==> config.mk <==
export PLATFORM = sky130hd
export DESIGN_NAME = dtree_channel_arbiter
export DESIGN_NICKNAME = d
export VERILOG_FILES = /design/src/rtl/dtree_channel_arbiter.sv
export SDC_FILE = /design/constraint.sdc
export NUM_CORES = 1
export LEC_CHECK = 0
export CAP_MARGIN = 10
export CELL_PAD_IN_SITES_DETAIL_PLACEMENT = 1
export CELL_PAD_IN_SITES_GLOBAL_PLACEMENT = 1
export CORE_ASPECT_RATIO = 0.6
export CORE_MARGIN = 4
export CORE_UTILIZATION = 25
export DETAILED_ROUTE_END_ITERATION = 7
export GPL_TIMING_DRIVEN = 0
export HOLD_SLACK_MARGIN = 0.06
export PLACE_DENSITY_LB_ADDON = 0.1
export SYNTH_ARGS = -nofsm -noshare
export SYNTH_HDL_FRONTEND = slang
export SYNTH_SLANG_ARGS = --single-unit
export TNS_END_PERCENT = 10
==> constraint.sdc <==
create_clock -name clk -period 4.2 [get_ports clk]
set_clock_uncertainty 0.2 [all_clocks]
set_input_delay 0.84 -clock clk [delete_from_list [all_inputs] [get_ports clk]]
set_output_delay 0.84 -clock clk [all_outputs]
set_load 0.005 [all_outputs]
==> src/rtl/dtree_channel_arbiter.sv <==
// dtree_channel_arbiter
//
// Shares one dtree classifier between CHANNELS spike-detect channels. Channels are
// granted round-robin. Each granted feature vector is latched and then sent into the
// dtree sample stream one feature per beat, feature 0 first. The arbiter waits for
// the classification and returns level/path tagged with the channel index. It also
// owns the dtree node-memory write port. Configuration writes are accepted only in
// IDLE, so they never overlap an in-flight classification.
//
// Optional feature: define DTREE_ARB_TIMEOUT_EN to add a WAIT watchdog. After
// TIMEOUT_CYCLES cycles without dt_out_valid, the arbiter returns a result with
// res_err=1 and level/path=0. When the macro is undefined, res_err is tied to 0.
//
// Ports:
//   clk, reset          clock, asynchronous active-high reset
//   req_valid/req_ready per-channel request; req_ready is a one-cycle one-hot accept
//   req_features        flat vectors, channel c feature f at (c*FEATURES+f)*IN_WIDTH
//   cfg_wr/addr/data    node write request; cfg_ready pulses when it is accepted
//   dt_ready/valid/sample          sample stream to the dtree
//   dt_wr_node/node_addr/node_data node-memory write port to the dtree
//   dt_level/path/out_valid        classification result from the dtree
//   res_valid/ready/channel/level/path/err  tagged result to the consumer

module dtree_channel_arbiter #(
    parameter int unsigned FEATURES        = 3,
    parameter int unsigned IN_WIDTH        = 10,
    parameter int unsigned CHANNELS        = 4,
    parameter int unsigned NODE_ADDR_WIDTH = 5,
    parameter int unsigned NODE_SIZE       = 26,
    parameter int unsigned TIMEOUT_CYCLES  = 255
) (
    input  logic                                   clk,
    input  logic                                   reset,
    input  logic [CHANNELS-1:0]                    req_valid,
    output logic [CHANNELS-1:0]                    req_ready,
    input  logic [CHANNELS*FEATURES*IN_WIDTH-1:0]  req_features,
    input  logic                                   cfg_wr,
    input  logic [NODE_ADDR_WIDTH-1:0]             cfg_addr,
    input  logic [NODE_SIZE-1:0]                   cfg_data,
    output logic                                   cfg_ready,
    input  logic                                   dt_ready,
    output logic                                   dt_valid,
    output logic [IN_WIDTH-1:0]                    dt_sample,
    output logic                                   dt_wr_node,
    output logic [NODE_ADDR_WIDTH-1:0]             dt_node_addr,
    output logic [NODE_SIZE-1:0]                   dt_node_data,
    input  logic [1:0]                             dt_level,
    input  logic [1:0]                             dt_path,
    input  logic                                   dt_out_valid,
    output logic                                   res_valid,
    input  logic                                   res_ready,
    output logic [$clog2(CHANNELS)-1:0]            res_channel,
    output logic [1:0]                             res_level,
    output logic [1:0]                             res_path,
    output logic                                   res_err
);

    localparam int unsigned CH_W  = $clog2(CHANNELS);
    localparam int unsigned CNT_W = (FEATURES > 1) ? $clog2(FEATURES) : 1;
    localparam int unsigned VEC_W = FEATURES * IN_WIDTH;

    typedef enum logic [2:0] {StIdle, StCfg, StSend, StWait, StResp} state_e;

    state_e              state_q;
    logic [CH_W-1:0]     ptr_q;
    logic [CH_W-1:0]     gnt_q;
    logic [CNT_W-1:0]    cnt_q;
    logic [VEC_W-1:0]    vec_q;

    logic                grant_found;
    logic [CH_W-1:0]     grant_idx;
    logic [CH_W:0]       scan_idx;
    logic                take_cfg;
    logic                take_req;

    // Round-robin search: the first requester at or above ptr_q, wrapping to 0.
    always_comb begin
        grant_found = 1'b0;
        grant_idx   = '0;
        scan_idx    = '0;
        for (int i = 0; i < CHANNELS; i++) begin
            scan_idx = {1'b0, ptr_q} + (CH_W+1)'(i);
            if (scan_idx >= (CH_W+1)'(CHANNELS)) begin
                scan_idx = scan_idx - (CH_W+1)'(CHANNELS);
            end
            if (!grant_found && req_valid[scan_idx[CH_W-1:0]]) begin
                grant_found = 1'b1;
                grant_idx   = scan_idx[CH_W-1:0];
            end
        end
    end

    // A configuration write wins over channel requests in IDLE.
    assign take_cfg = (state_q == StIdle) && cfg_wr;
    assign take_req = (state_q == StIdle) && !cfg_wr && grant_found;

    // The handshake strobes are gated by reset, so every output is 0 while reset is held.
    always_comb begin
        req_ready = '0;
        if (take_req && !reset) begin
            req_ready = CHANNELS'(1) << grant_idx;
        end
        cfg_ready = take_cfg && !reset;
        dt_valid  = (state_q == StSend) && dt_ready && !reset;
        dt_sample = '0;
        if (state_q == StSend) begin
            dt_sample = vec_q[cnt_q*IN_WIDTH +: IN_WIDTH];
        end
    end

`ifdef DTREE_ARB_TIMEOUT_EN
    localparam int unsigned TMO_W = $clog2(TIMEOUT_CYCLES + 1);
    logic [TMO_W-1:0] tmo_q;
`else
    assign res_err = 1'b0;
    // The limit has no effect when the watchdog is compiled out.
    logic unused_timeout;
    assign unused_timeout = ^TIMEOUT_CYCLES;
`endif

    always_ff @(posedge clk or posedge reset) begin
        if (reset) begin
            state_q      <= StIdle;
            ptr_q        <= '0;
            gnt_q        <= '0;
            cnt_q        <= '0;
            vec_q        <= '0;
            dt_wr_node   <= 1'b0;
            dt_node_addr <= '0;
            dt_node_data <= '0;
            res_valid    <= 1'b0;
            res_channel  <= '0;
            res_level    <= '0;
            res_path     <= '0;
`ifdef DTREE_ARB_TIMEOUT_EN
            res_err      <= 1'b0;
            tmo_q        <= '0;
`endif
        end else begin
            dt_wr_node <= 1'b0;
            unique case (state_q)
                StIdle: begin
                    if (take_cfg) begin
                        // The write strobe lines up with the single CFG cycle.
                        dt_wr_node   <= 1'b1;
                        dt_node_addr <= cfg_addr;
                        dt_node_data <= cfg_data;
                        state_q      <= StCfg;
                    end else if (take_req) begin
                        vec_q   <= req_features[grant_idx*VEC_W +: VEC_W];
                        gnt_q   <= grant_idx;
                        ptr_q   <= (grant_idx == CH_W'(CHANNELS - 1)) ? '0
                                                                      : grant_idx + 1'b1;
                        state_q <= StSend;
                    end
                end
                StCfg: begin
                    state_q <= StIdle;
                end
                StSend: begin
                    if (dt_ready) begin
                        if (cnt_q == CNT_W'(FEATURES - 1)) begin
                            cnt_q   <= '0;
                            state_q <= StWait;
`ifdef DTREE_ARB_TIMEOUT_EN
                            tmo_q   <= '0;
`endif
                        end else begin
                            cnt_q <= cnt_q + 1'b1;
                        end
                    end
                end
                StWait: begin
                    if (dt_out_valid) begin
                        res_level   <= dt_level;
                        res_path    <= dt_path;
                        res_channel <= gnt_q;
                        res_valid   <= 1'b1;
`ifdef DTREE_ARB_TIMEOUT_EN
                        res_err     <= 1'b0;
`endif
                        state_q     <= StResp;
                    end
`ifdef DTREE_ARB_TIMEOUT_EN
                    else if (tmo_q == TMO_W'(TIMEOUT_CYCLES - 1)) begin
                        res_level   <= '0;
                        res_path    <= '0;
                        res_channel <= gnt_q;
                        res_valid   <= 1'b1;
                        res_err     <= 1'b1;
                        state_q     <= StResp;
                    end else begin
                        tmo_q <= tmo_q + 1'b1;
                    end
`endif
                end
                StResp: begin
                    if (res_ready) begin
                        res_valid <= 1'b0;
                        state_q   <= StIdle;
                    end
                end
                default: begin
                    state_q <= StIdle;
                end
            endcase
        end
    end

endmodule

### Word level (Yosys, flattened, before mapping)

Cells that the tools add are included.

| word-level totals | value |
|---|---|
| output and inout bits | 56 |
| register bits | 78 |
| input port bits | 165 |

| operators by class | value |
|---|---|
| multiply operators | 2 |
| shift operators | 3 |
| reduce and logical (&&, ||, !) cells | 23 |
| bitwise logic cells | 1 |
| add/sub/neg operators | 9 |
| equality and inequality tests | 10 |
| magnitude comparators | 8 |
| mux-type cells | 36 |

Operators by type and width:

| cell | number |
|---|---|
| 120-bit by 8-bit variable part select with 30-bit output | 1 |
| 30-bit by 7-bit variable part select with 10-bit output | 1 |
| 2-bit 2-to-1 mux | 10 |
| 3-bit 2-to-1 mux | 6 |
| 2-bit by 3-bit < comparator with 1-bit output (second input constant) | 4 |
| 1-bit 2-to-1 mux | 12 |
| 3-bit one-hot mux with 4 select lines | 1 |
| 1-bit logical AND | 10 |
| 10-bit 2-to-1 mux | 1 |
| 3-bit >= comparator (second input constant) | 3 |
| 1-bit binary-select mux with 2-bit select | 4 |
| 2-bit by 1-bit subtractor with 2-bit output (second input constant) | 4 |
| 2-bit by 2-bit adder with 3-bit output (second input constant) | 2 |
| 3-bit by 2-bit == test with 1-bit output (second input constant) | 2 |
| 2-bit by 4-bit multiplier with 6-bit output (second input constant) | 1 |
| 2-bit inequality test (second input constant) | 3 |
| 2-bit AND reduction | 3 |
| 3-bit AND reduction | 2 |
| 1-bit zero test | 5 |
| 2-bit by 3-bit multiplier with 5-bit output (second input constant) | 1 |
| 5-bit AND reduction | 1 |
| 2-bit by 1-bit adder with 2-bit output (second input constant) | 2 |
| 2-bit == test (second input constant) | 2 |
| 4-bit 2-to-1 mux | 1 |
| 10 further kinds | 10 |

### Logic depth before layout (Yosys ltp)

Gate-level depths: netlist (run 1).

| depth | value |
|---|---|
| depth in word-level cells | 18 |
| mapped depth | 9 |
| mapped depth without buffers | 7 |

### Least setup slack after synthesis (run 1)

Ideal clock, no wire load.

| path | value |
|---|---|
| path kind | input to output |
| start | input reset |
| end | output req_ready[3] |
| data arrival time | 2.882 ns |
| cell stages on the path | 2 |
| buffers on the path | 0 |
| slack | 0.278 ns |
| cells stage by stage | inv_1 -> and3_1 |

| between the ends | value |
|---|---|
| word-level cells in the longest chain between the ends | 3 |

Ends and longest elaborated chain:

| item | line | RTL |
|---|---|---|
| from (decl) | 33 | `input logic reset,` |
| 1-bit zero test (no line) | n/a |  |
| 1-bit logical AND | 100 | `if (take_req && !reset) begin` |
| 4-bit 2-to-1 mux | 100 |  |
| to (decl) | 35 | `output logic [CHANNELS-1:0] req_ready,` |

Every way passes these cells.

### Final worst setup path (run 1)

| path | value |
|---|---|
| start | input req_valid[0] |
| end | output req_ready[3] |

RTL lines:

| item | line | RTL |
|---|---|---|
| from (decl) | 34 | `input logic [CHANNELS-1:0] req_valid,` |
| 1-bit binary-select mux with 2-bit select | 86 | `if (!grant_found && req_valid[scan_idx[CH_W-1:0]]) begin` |
| 1-bit 2-to-1 mux (implied by the code) | 86 |  |
| 1-bit 2-to-1 mux | 86 |  |
| 1-bit zero test | 86 |  |
| 1-bit logical AND | 86 |  |
| 1-bit 2-to-1 mux | 86 |  |
| 1-bit zero test | 86 |  |
| 1-bit logical AND | 86 |  |
| 1-bit 2-to-1 mux | 86 |  |
| 1-bit zero test | 86 |  |
| 1-bit logical AND | 86 |  |
| 2-bit 2-to-1 mux (*) | 86 |  |
| net grant_idx[0] | 71 | `logic [CH_W-1:0] grant_idx;` |
| 1-bit by 2-bit << shifter with 4-bit output (*) | 101 | `req_ready = CHANNELS'(1) << grant_idx;` |
| 4-bit 2-to-1 mux (*) | 100 |  |

The timed path passes the listed nets; every way through them passes the cells marked *. The select of a mux whose other input is x is not followed.

==> results.toml, run 1 <==
[yosys]
yosysSeqAreaShare = 0.436
synth_edf_count = 0
yosys.area.top_type = "dfrtp_1"
synth.top_cell.area_share = 0.436
synthDistinctLibCells = 44
netlist_area_mm2 = 0.00447
ys_top_cells_by_area = "dfrtp_1 44%, mux2i_1 16%, o221ai_2 9.4%, mux2_2 4.8%, mux2_1 4.5%"
syn_inst = 368
yosys_warnings = 0
synth-seq-cells = 78
postSynth.asyncResetShare = 1.00
synth.avg_cell_area_um2 = 12.2
yosys_most_used_dff = "dfrtp_1"
syn_nets = 537

[clock_network]
path_clk_slew_ns = 0.06
clock_sinks = 78
insertion_delay_ns = 0.33
cts_buffers = 9
hold_buffers = 0
cts_tree = "done"
clockBufferDepth = 2
cts-root-buf = "clkbuf_16"
cts_max_level = 3

[power_and_ir_drop]
total_power_uw = 4520
p_per_area_mw_per_mm2 = 615
peakVddDrop_mv = 0.218
leakage_uw = 0.00312

[flow_run]
maxCapViolCount = 0

[timing]
timing.final.max_slew_violations = 0
timing.final.crit_period_ns = 3.95
setup_viol = 0
finalCritPeriodShare = 0.940
hold_violations = 0
max_slew_margin = 0.553
fmax_mhz = 253
rsz0062_at_grt = "no"
layout_setup_ws_ns = 0.254
worstMarginPinSlew_ns = 0.669
fin_tns_setup_ns = 0

[finish]
final_cells = 839
drive_above_1_share = 0.205
syn_to_final_growth_pct = 64.3
num-fill-cells = 1880
num_antenna_cells = 0
final_nets = 770

[global_routing]
met3_usage = 0.0470
top_usage_layer = "met2"
grt_max_degree = 53
grtUsageTotal = 0.157
grtUsageMet2 = 0.241
grt_pass1_wl_mm = 25.1
grt_use_met1 = 0.224
grt.overflow.total = 0
grt_pass1_vias = 4275
antenna_found_initial = 0

[placed_design]
port_buffers = 219
hpwl_mm = 13.0
gp_congestion = 0.760
placed_cells = 822
pre_cts_ws_ns = -0.0614

[floorplan]
core_area_mm2 = 0.0174
rows = 37
initial_core_util = 0.258
die_w_um = 181
fp.dieH_um = 112
io_pins = 221
die_area_mm2 = 0.0202

[route]
routed-via-count = 3788
first_pass_iters = 4
detail-route-antenna-nets = 0
drt-total-wl_mm = 16.1
routedWlPerCell_um = 19.2
drt_iter0_markers = 143
via_per_inst = 4.51
drc = 0

[setup_path]
crit_fanout = 4
startpoint_type = "input pin"
crit_arrival_ns = 2.91
setup.worst_path.class = "input pin to primary output"
crit_required_ns = 3.16
crit_path_end_kind = "primary output"

[status]
status = "finished, final reports clean"

[hold_path]
min_path_type = "register to register"
==> cells by family after synthesis <==
family | count (synthesis) | share of synthesized area
mux | 107 | 0.250
simple gates | 87 | 0.111
flops | 78 | 0.436
compound gates | 56 | 0.138
buf+inv | 35 | 0.0523
fa+ha+maj | 4 | 0.0112
other cells | 1 | 0.000838
==> cell usage after synthesis, types with 5 or more instances <==
| cell type | count |
|---|---|
| buf_2 | 7 |
| nand2_2 | 27 |
| mux2i_1 | 70 |
| buf_4 | 9 |
| nor2_1 | 5 |
| clkbuf_1 | 5 |
| and2_1 | 11 |
| mux2_2 | 19 |
| and3_1 | 5 |
| o21ai_0 | 5 |
| mux2_1 | 18 |
| o22ai_1 | 9 |
| nand2_1 | 24 |
| o221ai_2 | 28 |
| buf_6 | 8 |
| dfrtp_1 | 78 |
==> where the power goes <==
group          switching [uW]  internal (uW)
logic                    1010           1260
registers                 236           1120
clock network             318            581
total                    1570           2950
==> registers in the layout, summed over array words and instances (netlist names) <==
name,count
state_q,3
res_level,2
dt_wr_node,1
res_valid,1
res_path,2
vec_q,30
res_channel,2
gnt_q,2
ptr_q,2
dt_node_addr,5
cnt_q,2
dt_node_data,26
==> cells in the final DEF, fill, tap and decap left out, drive strengths merged, types with 2 or more instances in the layout <==
cell / count
mux2i: 70
clkbuf: 15
buf: 28
or3: 2
o22ai: 9
inv: 6
o21ai: 7
o32ai: 2
bufinv: 3
nor2b: 4
nor3: 3
nand2: 52
and3: 5
and2: 11
o221ai: 31
dfrtp: 78
clkdlybuf4s50: 219
ha: 4
mux2: 37
nor2: 5
==> timing repair <==
item / CTS / global route
setup buffers: 0 / 3
endpoints found under the hold margin: 0 / 0
gates resized for setup: 0 / 2
endpoints found under the setup margin: 4 / 3
==> final timing paths <==
| path | startpoint | endpoint | slack (ns) | depth (start not counted) |
|---|---|---|---|---|
| max | req_valid[0] | req_ready[3] | 0.25 | 8 |
| min | gnt_q[1] | gnt_q[1] | 0.28 | 2 |
| max reg2reg | cnt_q[0] | cnt_q[1] | 1.89 | 5 |
| min reg2reg | gnt_q[1] | gnt_q[1] | 0.28 | 2 |
| max in group asynchronous | reset | cnt_q[1] | 2.45 | 3 |
| min in group asynchronous | reset | res_valid | 0.73 | 2 |
==> metrics by stage <==
stage / cell area (um2) / utilization / hold slack, ns
floorplan: 4470 / - / 0.242
global placement: 6960 / 0.401 / 0.258
global route: 7350 / 0.423 / 0.302
finish: 7350 / 0.423 / 0.277
detailed placement: 6990 / 0.403 / 0.266
CTS: 7320 / 0.421 / 0.281
==> final cells by class <==
type                       instances  area, um2  share of cell area
inverter                           5       21.3             0.00289
sequential                        78       1950               0.266
tap                              234        293              0.0398
clock buffer                      10        229              0.0312
clock inverter                     5        108              0.0146
buffer                            29        211              0.0288
timing repair buffer             223       2240               0.305
multi-input combinational        255       2290               0.312
==> worst max-delay path, stage by stage <==
cell and delay (ns):
clkdlybuf4s50_1 0.54, nor2b_1 0.21, nor2_1 0.09, o221ai_2 0.30
inv_2 0.11, ha_1 0.21, and3_1 0.16, clkdlybuf4s50_1 0.44
==> per-layer routing <==
layer,part of all wire,up-vias,routed length [um]
li1,-,1824,-
met1,0.48,1829,7740
met2,0.44,130,7110
met3,0.075,5,1210
met4,0.0047,0,76
met5,0,-,0
No activity file was read; power rests on OpenSTA's default activity.
==> run 2, diff against run 1 <==
TNS_END_PERCENT = default   (was 10)
==> results of run 2 <==
No change in the layout: final DEF, timing and power equal those of run 1.
